==> config.mk <==
export PLATFORM = sky130hd
export DESIGN_NAME = pc_fetch_unit
export DESIGN_NICKNAME = d
export VERILOG_FILES = /design/src/rtl/fetch_pkg.sv /design/src/rtl/pc_fetch_unit_pc_reg.sv /design/src/rtl/pc_fetch_unit.sv
export SDC_FILE = /design/constraint.sdc
export NUM_CORES = 1
export LEC_CHECK = 0
export ABC_AREA = 1
export CAP_MARGIN = 20
export CORE_MARGIN = 2
export CORE_UTILIZATION = 42
export CTS_CLUSTER_SIZE = 40
export DETAILED_ROUTE_END_ITERATION = 6
export GPL_TIMING_DRIVEN = 0
export PLACE_DENSITY = 0.92
export SYNTH_ARGS = -nofsm -noshare
export SYNTH_HDL_FRONTEND = slang
export SYNTH_SLANG_ARGS = --single-unit
==> constraint.sdc <==
create_clock -name clk -period 2.5 [get_ports clk]
set_input_delay 0.375 -clock clk [delete_from_list [all_inputs] [get_ports clk]]
set_output_delay 0.375 -clock clk [all_outputs]
set_load 0.005 [all_outputs]
==> src/rtl/fetch_pkg.sv <==
// ============================================================================
// Module : fetch_pkg
// Brief  : Shared state encoding and constants for the PC / fetch sequencer.
// Rev    : 1.0 - initial release
// ============================================================================
`default_nettype none

package fetch_pkg;

  typedef logic [1:0] fetch_state_t;

  localparam fetch_state_t ST_IDLE = 2'd0;
  localparam fetch_state_t ST_REQ  = 2'd1;
  localparam fetch_state_t ST_WAIT = 2'd2;
  localparam fetch_state_t ST_HOLD = 2'd3;

  localparam logic [31:0] NOP_INSTR        = 32'h0000_0013;
  localparam int unsigned INSTR_BYTES      = 4;
  localparam logic [31:0] DEFAULT_RESET_PC = 32'h0000_0000;

  function automatic logic [31:0] word_addr(input logic [31:0] a);
    return {a[31:2], 2'b00};
  endfunction

endpackage

`default_nettype wire

==> src/rtl/pc_fetch_unit_pc_reg.sv <==
// ============================================================================
// Module : pc_reg
// Brief  : 32-bit program-counter register with load enable and sync reset.
// Rev    : 1.0 - initial release
// ============================================================================
`default_nettype none

module pc_reg
  import fetch_pkg::*;
#(
  parameter logic [31:0] RESET_PC = DEFAULT_RESET_PC
) (
  input  logic        clk,
  input  logic        rst,
  input  logic        load_en,
  input  logic [31:0] load_data,
  output logic [31:0] pc
);

  logic [31:0] pc_d;
  logic [31:0] pc_q;

  always_comb begin
    pc_d = pc_q;
    if (load_en) pc_d = load_data;
  end

  always_ff @(posedge clk) begin
    if (rst) pc_q <= RESET_PC;
    else     pc_q <= pc_d;
  end

  assign pc = pc_q;

endmodule

`default_nettype wire

==> src/rtl/pc_fetch_unit.sv <==
// ============================================================================
// Module : pc_fetch_unit
// Brief  : PC register plus single-outstanding instruction-fetch sequencer.
//          Optional macro MISALIGN_TRAP_EN turns a misaligned PC into a NOP
//          presented with fd_misalign instead of a memory request.
// Rev    : 1.0 - initial release
// ============================================================================
`default_nettype none

module pc_fetch_unit
  import fetch_pkg::*;
#(
  parameter logic [31:0] RESET_PC = DEFAULT_RESET_PC
) (
  input  logic        clk,
  input  logic        rst,
  input  logic [31:0] next_pc,
  input  logic        redirect,
  output logic [31:0] pc_plus4,
  output logic        imem_req_valid,
  input  logic        imem_req_ready,
  output logic [31:0] imem_addr,
  input  logic        imem_rsp_valid,
  input  logic [31:0] imem_rsp_data,
  output logic        fd_valid,
  input  logic        fd_ready,
  output logic [31:0] fd_pc,
  output logic [31:0] fd_instr,
  output logic        fd_misalign
);

  fetch_state_t state_d, state_q;
  logic         drop_d, drop_q;
  logic [31:0]  instr_d, instr_q;
  logic         pc_load;
  logic [31:0]  pc;
  logic         trap;

  pc_reg #(.RESET_PC(RESET_PC)) u_pc_reg (
    .clk       (clk),
    .rst       (rst),
    .load_en   (pc_load),
    .load_data (next_pc),
    .pc        (pc)
  );

`ifdef MISALIGN_TRAP_EN
  logic misalign_d, misalign_q;
  assign trap        = (pc[1:0] != 2'b00);
  assign fd_misalign = misalign_q && (state_q == ST_HOLD);
`else
  assign trap        = 1'b0;
  assign fd_misalign = 1'b0;
`endif

  assign pc_plus4       = pc + 32'(INSTR_BYTES);
  assign imem_addr      = word_addr(pc);
  assign imem_req_valid = (state_q == ST_REQ) && !trap;
  assign fd_valid       = (state_q == ST_HOLD);
  assign fd_pc          = pc;
  assign fd_instr       = instr_q;

  always_comb begin
    state_d = state_q;
    drop_d  = drop_q;
    instr_d = instr_q;
    pc_load = 1'b0;
`ifdef MISALIGN_TRAP_EN
    misalign_d = misalign_q;
`endif
    case (state_q)
      ST_IDLE: state_d = ST_REQ;
      ST_REQ: begin
        if (redirect) begin
          pc_load = 1'b1;
          // A request accepted alongside a redirect still returns data; flag it stale.
          if (imem_req_valid && imem_req_ready) begin
            state_d = ST_WAIT;
            drop_d  = 1'b1;
          end
        end else if (trap) begin
          state_d = ST_HOLD;
          instr_d = NOP_INSTR;
`ifdef MISALIGN_TRAP_EN
          misalign_d = 1'b1;
`endif
        end else if (imem_req_ready) begin
          state_d = ST_WAIT;
        end
      end
      ST_WAIT: begin
        if (redirect) begin
          pc_load = 1'b1;
          if (imem_rsp_valid) begin
            state_d = ST_REQ;
            drop_d  = 1'b0;
          end else begin
            drop_d  = 1'b1;
          end
        end else if (imem_rsp_valid) begin
          if (drop_q) begin
            drop_d  = 1'b0;
            state_d = ST_REQ;
          end else begin
            instr_d = imem_rsp_data;
            state_d = ST_HOLD;
`ifdef MISALIGN_TRAP_EN
            misalign_d = 1'b0;
`endif
          end
        end
      end
      ST_HOLD: begin
        if (redirect || fd_ready) begin
          pc_load = 1'b1;
          state_d = ST_REQ;
        end
      end
      default: state_d = ST_IDLE;
    endcase
  end

  always_ff @(posedge clk) begin
    if (rst) begin
      state_q <= ST_IDLE;
      drop_q  <= 1'b0;
      instr_q <= 32'h0000_0000;
`ifdef MISALIGN_TRAP_EN
      misalign_q <= 1'b0;
`endif
    end else begin
      state_q <= state_d;
      drop_q  <= drop_d;
      instr_q <= instr_d;
`ifdef MISALIGN_TRAP_EN
      misalign_q <= misalign_d;
`endif
    end
  end

endmodule

`default_nettype wire

==> impl_metrics.ini, run 1 <==
[status]
outcome = completed

[layout]
final_net_count = 821
drive_gt1_frac = 0.148
final_cells = 855
finalInstanceArea_um2 = 6040
area_growth_pct = 66.8
n_antenna_cell = 0

[power_and_ir_drop]
p_comb_frac = 0.328
power_leakage_nw = 2.49
power_density_nw_per_um2 = 573
peakVddDrop_v = 0.000388
p_int_mw = 2.39
p_total_mw = 3.46
seqPwrFrac = 0.393
p_sw_mw = 1.07
swShare = 0.309
p_clk_frac = 0.279

[routing]
drcViolationCount = 0
drt_iter0_markers = 114
ant_nets = 0
drt-total-wl_um = 11900
route.vias.total = 4164
via_per_inst = 4.87
avgRoutedWirePerCell_um = 13.9
dr.pass1.iters = 4

[critical_path]
required_ps = 2120
critPathCapture = pc_plus4[18]
crit_arrival_ps = 2040
r2r-start = state_q[0]$_SDFFE_PP0P_
crit_fanout = 5
critical_path.startpoint_type = register
reg2reg_slack_ps = 590
end_kind = primary output
r2r_cells = 8
worstSetupPathType = register to primary output
startpoint = u_pc_reg.pc[2]$_SDFFE_PP0P_
r2r_end = u_pc_reg.pc[20]$_SDFFE_PP0P_

[timing]
worstMarginPinSlew_ps = 511
fin_worst_skew_ps = 6.78
period_minus_slack_ps = 2410
final_hold_viol_count = 0
relSlewSlack = 0.659
fin_hold_ws_ps = 500
worst_slack_ps = 88.1
setup_viol = 0
slew_violations = 0
post-route-period-util = 0.965
timing.fmax_mhz = 415

[yosys]
syn_area_per_cell_um2 = 6.79
synth_edf_count = 0
synth-seq-cells = 67
ys_dominant_reg_cell = dfxtp_1
async_flop_share = 0
yosys_warnings = 0
synth_seq_area_share = 0.370
synthCells = 533
synth.distinct_cells = 27
syn-cell-area_um2 = 3620

[min_path]
hold_class = register to register

[clock_tree]
cts_buffer_depth = 2
clk_latency_ps = 340
ctsRootBufferMaster = clkbuf_8
cts_buffers = 9
cts_num_sinks = 67
htree_levels = 3
path_clk_slew_ps = 90
cts_tree = yes

[grt]
grt_use_total = 0.247
grt_max_degree = 15
grt_pass1_vias = 4108
antenna_found_initial = 0
grt_pass1_wl_um = 19300
overflow = 0

[floorplanning]
dieArea_um2 = 9380
io_pins = 201
initial_utilization = 0.436
rows = 33
die_h_um = 96.9
die_w_um = 96.9
core_area_um2 = 8300

[run]
cap_violations = 0

[placement]
routabilityCongestion = 0.890
place_inst = 837
dp_hpwl_um = 9220
place_area_um2 = 5730
portBuffers = 197
post-place-ws_ps = 176
-- stage by stage --
stage,util,setup TNS [ps]
after floorplan,-,0
after global placement,0.691,0
after detailed placement,0.691,0
after CTS,0.720,0
after global routing,0.728,-32.7
final,0.728,0
-- synth_stat cells, types with 4 or more instances --
library cell	n	area, µm²
o21ai_0	65	325
nand3_1	8	40.0
xnor2_1	4	35.0
nor2_2	5	31.3
inv_1	26	97.6
xor2_1	10	87.6
buf_2	5	25.0
o21ai_1	4	20.0
ha_1	6	75.1
nand3b_1	7	52.6
buf_4	35	263
clkbuf_1	11	41.3
nor2_1	160	601
nor2_4	7	78.8
nand2_1	93	349
dfxtp_1	67	1340
-- cell usage in the layout (no fill, tap or decap), types with 5 or more instances in the layout --
| cell type | n |
|---|---|
| nor2_4 | 10 |
| nand3_1 | 8 |
| o21ai_0 | 65 |
| dfxtp_2 | 18 |
| buf_2 | 5 |
| nand3b_1 | 7 |
| xor2_1 | 9 |
| nand2_1 | 92 |
| clkbuf_1 | 11 |
| clkbuf_8 | 9 |
| nor2_2 | 6 |
| inv_1 | 26 |
| buf_4 | 37 |
| dfxtp_1 | 45 |
| clkdlybuf4s50_1 | 194 |
| nor2_1 | 156 |
| ha_1 | 5 |
-- timing repair --
item | 4_1_cts | 5_1_grt
pin swaps | 4 | 2
hold buffers | 0 | 0
setup buffers | 0 | 2
resized for setup | 17 | 24
endpoints found under the setup margin | 15 | 18
-- routing by layer --
metal / global-route usage / up-vias / part of all wire
met3: 0.0629 / 27 / 0.081
met5: 0 / - / 0
met1: 0.271 / 1900 / 0.38
met4: 0.0943 / 0 / 0.028
met2: 0.455 / 187 / 0.51
li1: - / 2050 / -
-- critical path, stage by stage (launching register included) --
cell and delay, ps:
dfxtp_4 390, ha_4 150, nand2_1 80, nor2_4 140, nand2_4 110, nor2_4 140
xor2_1 160, clkdlybuf4s50_1 510
-- layout make-up --
cell class                 instances  area (µm²)
multi-input combinational        386        1870
clock buffer                       9         124
fill                             656        2260
tap                              105         131
sequential                        67        1380
inverter                          28         105
buffer                            54         363
clock inverter                     7        82.6
timing repair buffer             199        1980
-- worst min path at each step --
| stage | slack, ps | end | start | cells after the start |
|---|---|---|---|---|
| after floorplan | 430 | drop_q$_SDFFE_PP0P_ | drop_q$_SDFFE_PP0P_ | 2 |
| after global placement | 450 | drop_q$_SDFFE_PP0P_ | drop_q$_SDFFE_PP0P_ | 2 |
| after detailed placement | 460 | drop_q$_SDFFE_PP0P_ | drop_q$_SDFFE_PP0P_ | 2 |
| after CTS | 500 | drop_q$_SDFFE_PP0P_ | drop_q$_SDFFE_PP0P_ | 2 |
| after global routing | 540 | drop_q$_SDFFE_PP0P_ | drop_q$_SDFFE_PP0P_ | 2 |
| final | 500 | drop_q$_SDFFE_PP0P_ | drop_q$_SDFFE_PP0P_ | 2 |
-- power by group through the flow --
| stage | sequential (mW) | clock [mW] | combinational [mW] |
|---|---|---|---|
| floorplan | 1.32 | 0 | 0.455 |
| global placement | 1.36 | 0 | 1.10 |
| detailed placement | 1.37 | 0 | 1.13 |
| CTS | 1.35 | 0.978 | 1.14 |
| global route | 1.38 | 1.02 | 1.24 |
| finish | 1.36 | 0.967 | 1.13 |
-- cells by family after synthesis --
logic type	share of synthesized area
fa+ha+maj	0.0207
buf+inv	0.129
other cells	0.00104
flops	0.370
compound gates	0.0995
simple gates	0.341
xor+xnor	0.0384
No activity file was read; power rests on OpenSTA's default activity.
==> run 2: changes to the inputs <==
Settings changed: PLACE_DENSITY 0.92 to 0.83.
==> run 2 against run 1 <==
Sequential power about the same. Via count fell by 3.0%. Maximum frequency is 0.48% higher. Core utilization grew 0.15 points. Final cell count did not move. Sequential cell count stayed put. Critical path type unchanged. Highest routed layer unchanged. Die area unchanged. Sequential share of layout area increased by 0.056 points.
==> impl_metrics.ini, run 2 (synthesis gave the netlist of run 1 again) <==
[status]
outcome = completed

[routing]
ant_nets = 0
via_per_inst = 4.72
drt-total-wl_um = 11700
drt_iter0_markers = 134
dr.pass1.iters = 4
drcViolationCount = 0
route.vias.total = 4037
avgRoutedWirePerCell_um = 13.7

[floorplanning]
die_h_um = 96.9
initial_utilization = 0.436
die_w_um = 96.9
io_pins = 201
core_area_um2 = 8300
dieArea_um2 = 9380
rows = 33

[critical_path]
slowest_delay_ps = 510
crit_arrival_ps = 2030
slowest_stage = clkdlybuf4s50_1
worstSetupPathType = register to primary output
crit_fanout = 5
path_buf_inv = 1
crit_family = simple AND/OR/NAND/NOR gates
end_kind = primary output
crit_path_cell_trace = ha_4 -> nand2_1 -> nor2_4 -> nand2_4 -> nor2_4 -> nand3b_1 -> nand2_1 -> clkdlybuf4s50_1
critical_path.startpoint_type = register
required_ps = 2120

[timing]
fin_worst_skew_ps = 8.45
slew_violations = 0
fin_tns_setup_ps = 0
relSlewSlack = 0.651
post-route-period-util = 0.960
period_minus_slack_ps = 2400
final_hold_viol_count = 0
worstMarginPinSlew_ps = 523
timing.fmax_mhz = 417
setup_viol = 0

[clock_tree]
cts_tree = yes
ctsRootBufferMaster = clkbuf_8
clk_latency_ps = 340
path_clk_slew_ps = 80
cts_buffers = 9
cts_num_sinks = 67
cts_buffer_depth = 2
htree_levels = 3

[grt]
grt_max_degree = 13
antenna_found_initial = 0
overflow = 0
grt_use_total = 0.243
grt_pass1_vias = 3853
grt_pass1_wl_um = 18800

[layout]
drive_gt1_frac = 0.153
layout_common_cells = 194 x clkdlybuf4s50_1, 153 x nor2_1, 91 x nand2_1
final_cells = 855
final_net_count = 821
final_common_cell = clkdlybuf4s50_1
finalInstanceArea_um2 = 6050
n_antenna_cell = 0
area_growth_pct = 67.1

[placement]
place_inst = 837
dp_hpwl_um = 9110
routabilityCongestion = 0.838
place_area_um2 = 5730
portBuffers = 197

[power_and_ir_drop]
p_total_mw = 3.41
peakVddDrop_v = 0.000349
power_density_nw_per_um2 = 564
power_leakage_nw = 2.50

[min_path]
hold_class = register to register

[run]
cap_violations = 0
[run 2: changes by cell type in the layout (fill, tap and decap cells not counted), sizes merged]
cell | previous run | this run
inv | 32 | 29
clkinv | 0 | 2
clkbuf | 20 | 21
dlygate4sd2 | 3 | 2
dlymetal6s2s | 0 | 1
[run 2: through the flow]
stage                     worst slack (ps)  hold WS, ps   util
after floorplan                        895          433      -
after global placement                 226          452  0.691
after detailed placement               195          481  0.691
after CTS                             8.39          492  0.720
after global routing                 -6.03          503  0.729
final                                 99.5          496  0.729
[run 2: worst reg2reg max path, stage by stage (launching register included)]
cell and delay [ps]:
dfxtp_1 420, inv_1 90, ha_1 320, nand2_1 80
nand2_1 60, nand2_2 130, clkbuf_1 440, o21ai_0 190
nor2_1 150
[run 2: cell type report]
class,count,area [µm²]
sequential,67,1390
clock buffer,10,138
timing repair buffer,199,1990
buffer,54,363
tap,105,131
inverter,28,105
multi-input combinational,386,1880
clock inverter,6,63.8
fill,671,2250
[run 2: repair_timing]
| action | 4_1_cts | 5_1_grt |
|---|---|---|
| pin swaps | 1 | 1 |
| gates resized for setup | 18 | 30 |
| endpoints found under the setup margin | 18 | 21 |
| hold buffers | 0 | 0 |
| setup buffers | 1 | 1 |
[run 2: path summary, 6_finish.rpt]
check                                                 start                            to  slack [ps]  cells past startpoint
worst max-delay path            u_pc_reg.pc[2]$_SDFFE_PP0P_                  pc_plus4[20]         100                      8
worst max register to register      state_q[0]$_SDFFE_PP0P_  u_pc_reg.pc[23]$_SDFFE_PP0P_         550                      8
worst min register to register          drop_q$_SDFFE_PP0P_           drop_q$_SDFFE_PP0P_         500                      2
worst min-delay path                    drop_q$_SDFFE_PP0P_           drop_q$_SDFFE_PP0P_         500                      2
[run 2: power by group]
| group | leakage, nW | internal (mW) | switching, mW |
|---|---|---|---|
| combinational | 1.85 | 0.725 | 0.408 |
| sequential | 0.556 | 1.19 | 0.167 |
| clock | 0.0987 | 0.488 | 0.436 |
[run 2: layer usage]
layer | GRT usage | routed length (µm) | share of wire | vias up
met5 | 0 | 0 | 0 | -
met4 | 0.0628 | 159 | 0.014 | 0
met3 | 0.0925 | 996 | 0.085 | 14
met2 | 0.436 | 5750 | 0.49 | 155
met1 | 0.269 | 4810 | 0.41 | 1827
li1 | - | - | - | 2041
==> run 3: changes to the inputs <==
Settings changed: GPL_TIMING_DRIVEN 0 to unset, SLEW_MARGIN set to 20.
Clock period 2.5 ns to 2.8 ns, I/O delays scaled along.
==> run 3 against run 2 <==
Via count shrank 3.6%. Clock skew grew 4.2 ps. Sequential power is 13% lower. Sequential share of layout area up 1.0 points. Combinational power is 19% lower. Total power is 13% lower. Critical path depth is 1 lower. Routed wire length about the same. Clock-buffer cell count down 1. Largest cell class unchanged. Highest routed layer unchanged.
==> impl_metrics.ini, run 3 (synthesis gave the netlist of run 1 again) <==
[status]
outcome = completed

[power_and_ir_drop]
p_sw_mw = 0.923
p_comb_frac = 0.309
peakVddDrop_v = 0.000355
power_density_nw_per_um2 = 527
p_clk_frac = 0.291
seqPwrFrac = 0.401
power_leakage_nw = 2.23
swShare = 0.312
p_int_mw = 2.04
p_total_mw = 2.96

[layout]
final_net_count = 770
drive_gt1_frac = 0.0629
layout_common_cells = 197 x clkdlybuf4s50_1, 160 x nor2_1, 93 x nand2_1
n_antenna_cell = 0
final_cells = 804
final_common_cell = clkdlybuf4s50_1
area_growth_pct = 55.1

[clock_tree]
clk_latency_ps = 350
cts_buffer_depth = 2
ctsRootBufferMaster = clkbuf_8
cts_num_sinks = 67
path_clk_slew_ps = 90
htree_levels = 3
cts_tree = yes
cts_buffers = 9
post_cts_buffers = 0

[timing]
fin_worst_skew_ps = 12.6
relSlewSlack = 0.348
worstMarginPinSlew_ps = 977
setup_viol = 0
post-route-period-util = 0.932
fin_tns_setup_ps = 0
period_minus_slack_ps = 2610
rsz0062_at_grt = no
final_hold_viol_count = 0
timing.fmax_mhz = 383
slew_violations = 0

[critical_path]
end_kind = primary output
slowest_stage = clkdlybuf4s50_1
crit_fanout = 5
worstSetupPathType = register to primary output
reg2reg_slack_ps = 840
critical_path.startpoint_type = register
crit_arrival_ps = 2190
crit_family = simple AND/OR/NAND/NOR gates
slowest_delay_ps = 540
path_buf_inv = 1
crit_path_cell_trace = ha_1 -> nand2_1 -> nor2_4 -> nand2_2 -> nor2_2 -> xor2_1 -> clkdlybuf4s50_1
required_ps = 2380

[routing]
avgRoutedWirePerCell_um = 14.6
drcViolationCount = 0
route.vias.total = 3893
dr.pass1.iters = 4
ant_nets = 0
drt_iter0_markers = 122
via_per_inst = 4.84
drt-total-wl_um = 11700

[placement]
routabilityCongestion = 0.969
place_inst = 788
dp_hpwl_um = 8960
portBuffers = 197

[floorplanning]
die_h_um = 96.9
dieArea_um2 = 9380
rows = 33
die_w_um = 96.9
core_area_um2 = 8300
io_pins = 201
initial_utilization = 0.436

[grt]
grt_pass1_wl_um = 19000
grt_pass1_vias = 3823
antenna_found_initial = 0
grt-busiest-layer = met2
overflow = 0
gr-usage-met3 = 0.0838
grt_use_total = 0.248
grt_max_degree = 41
use_met1 = 0.273
use_met2 = 0.444

[run]
cap_violations = 0

[min_path]
hold_class = register to register
run 3: changes by cell type in the layout (fill, tap and decap cells not counted), sizes merged:
cell           previous run  this run
buf                      45         5
inv                      29        31
clkbuf                   21         9
clkinvlp                  2         1
dlygate4sd2               2         0
clkdlybuf4s50           194       197
dlymetal6s2s              1         0
run 3: path summary, 6_finish.rpt:
kind,start,end,cells past startpoint
hold reg to reg,drop_q$_SDFFE_PP0P_,drop_q$_SDFFE_PP0P_,2
setup / recovery,u_pc_reg.pc[2]$_SDFFE_PP0P_,pc_plus4[12],7
setup reg to reg,state_q[0]$_SDFFE_PP0P_,fd_instr[13]$_SDFFE_PP0P_,7
hold / removal,drop_q$_SDFFE_PP0P_,drop_q$_SDFFE_PP0P_,2
run 3: worst register-to-register path, stage by stage, from the launching register on:
cell	delay, ps
dfxtp_1	400
inv_1	80
ha_1	250
nand2_1	140
nor2_4	40
inv_1	700
nor2_1	150
nor2_1	140
run 3: layer usage:
metal,share of wire,wire (µm)
met2,0.50,5880
met3,0.091,1070
met1,0.39,4610
met4,0.014,168
met5,0,0
run 3: layout make-up:
class | instances | area, µm²
Fill cell | 728 | 2680
Timing Repair Buffer | 202 | 2010
Multi-Input combinational cell | 386 | 1820
Sequential cell | 67 | 1340
Tap cell | 105 | 131
Clock buffer | 9 | 124
Inverter | 28 | 105
Clock inverter | 7 | 83.8
run 3: metrics by stage:
step	util	setup slack, ps	instance area (µm²)	hold slack [ps]
finish	0.677	190	5620	461
global placement	0.651	540	5410	459
detailed placement	0.651	503	5410	454
CTS	0.676	115	5610	463
global route	0.677	24.9	5620	495
floorplan	-	1150	3630	433
run 3: timing repair:
item                                    4_1_cts  5_1_grt
endpoints found under the setup margin        0        2
hold buffers                                  0        0
gates resized for setup                       0        2
run 3: power groups by stage:
stage / clock [mW] / combinational, mW / sequential [mW]
3_5_place_dp: 0 / 0.918 / 1.21
6_report: 0.861 / 0.914 / 1.19
4_1_cts: 0.881 / 0.922 / 1.18
3_3_place_gp: 0 / 0.896 / 1.20
5_1_grt: 0.917 / 0.994 / 1.21
2_1_floorplan: 0 / 0.406 / 1.18
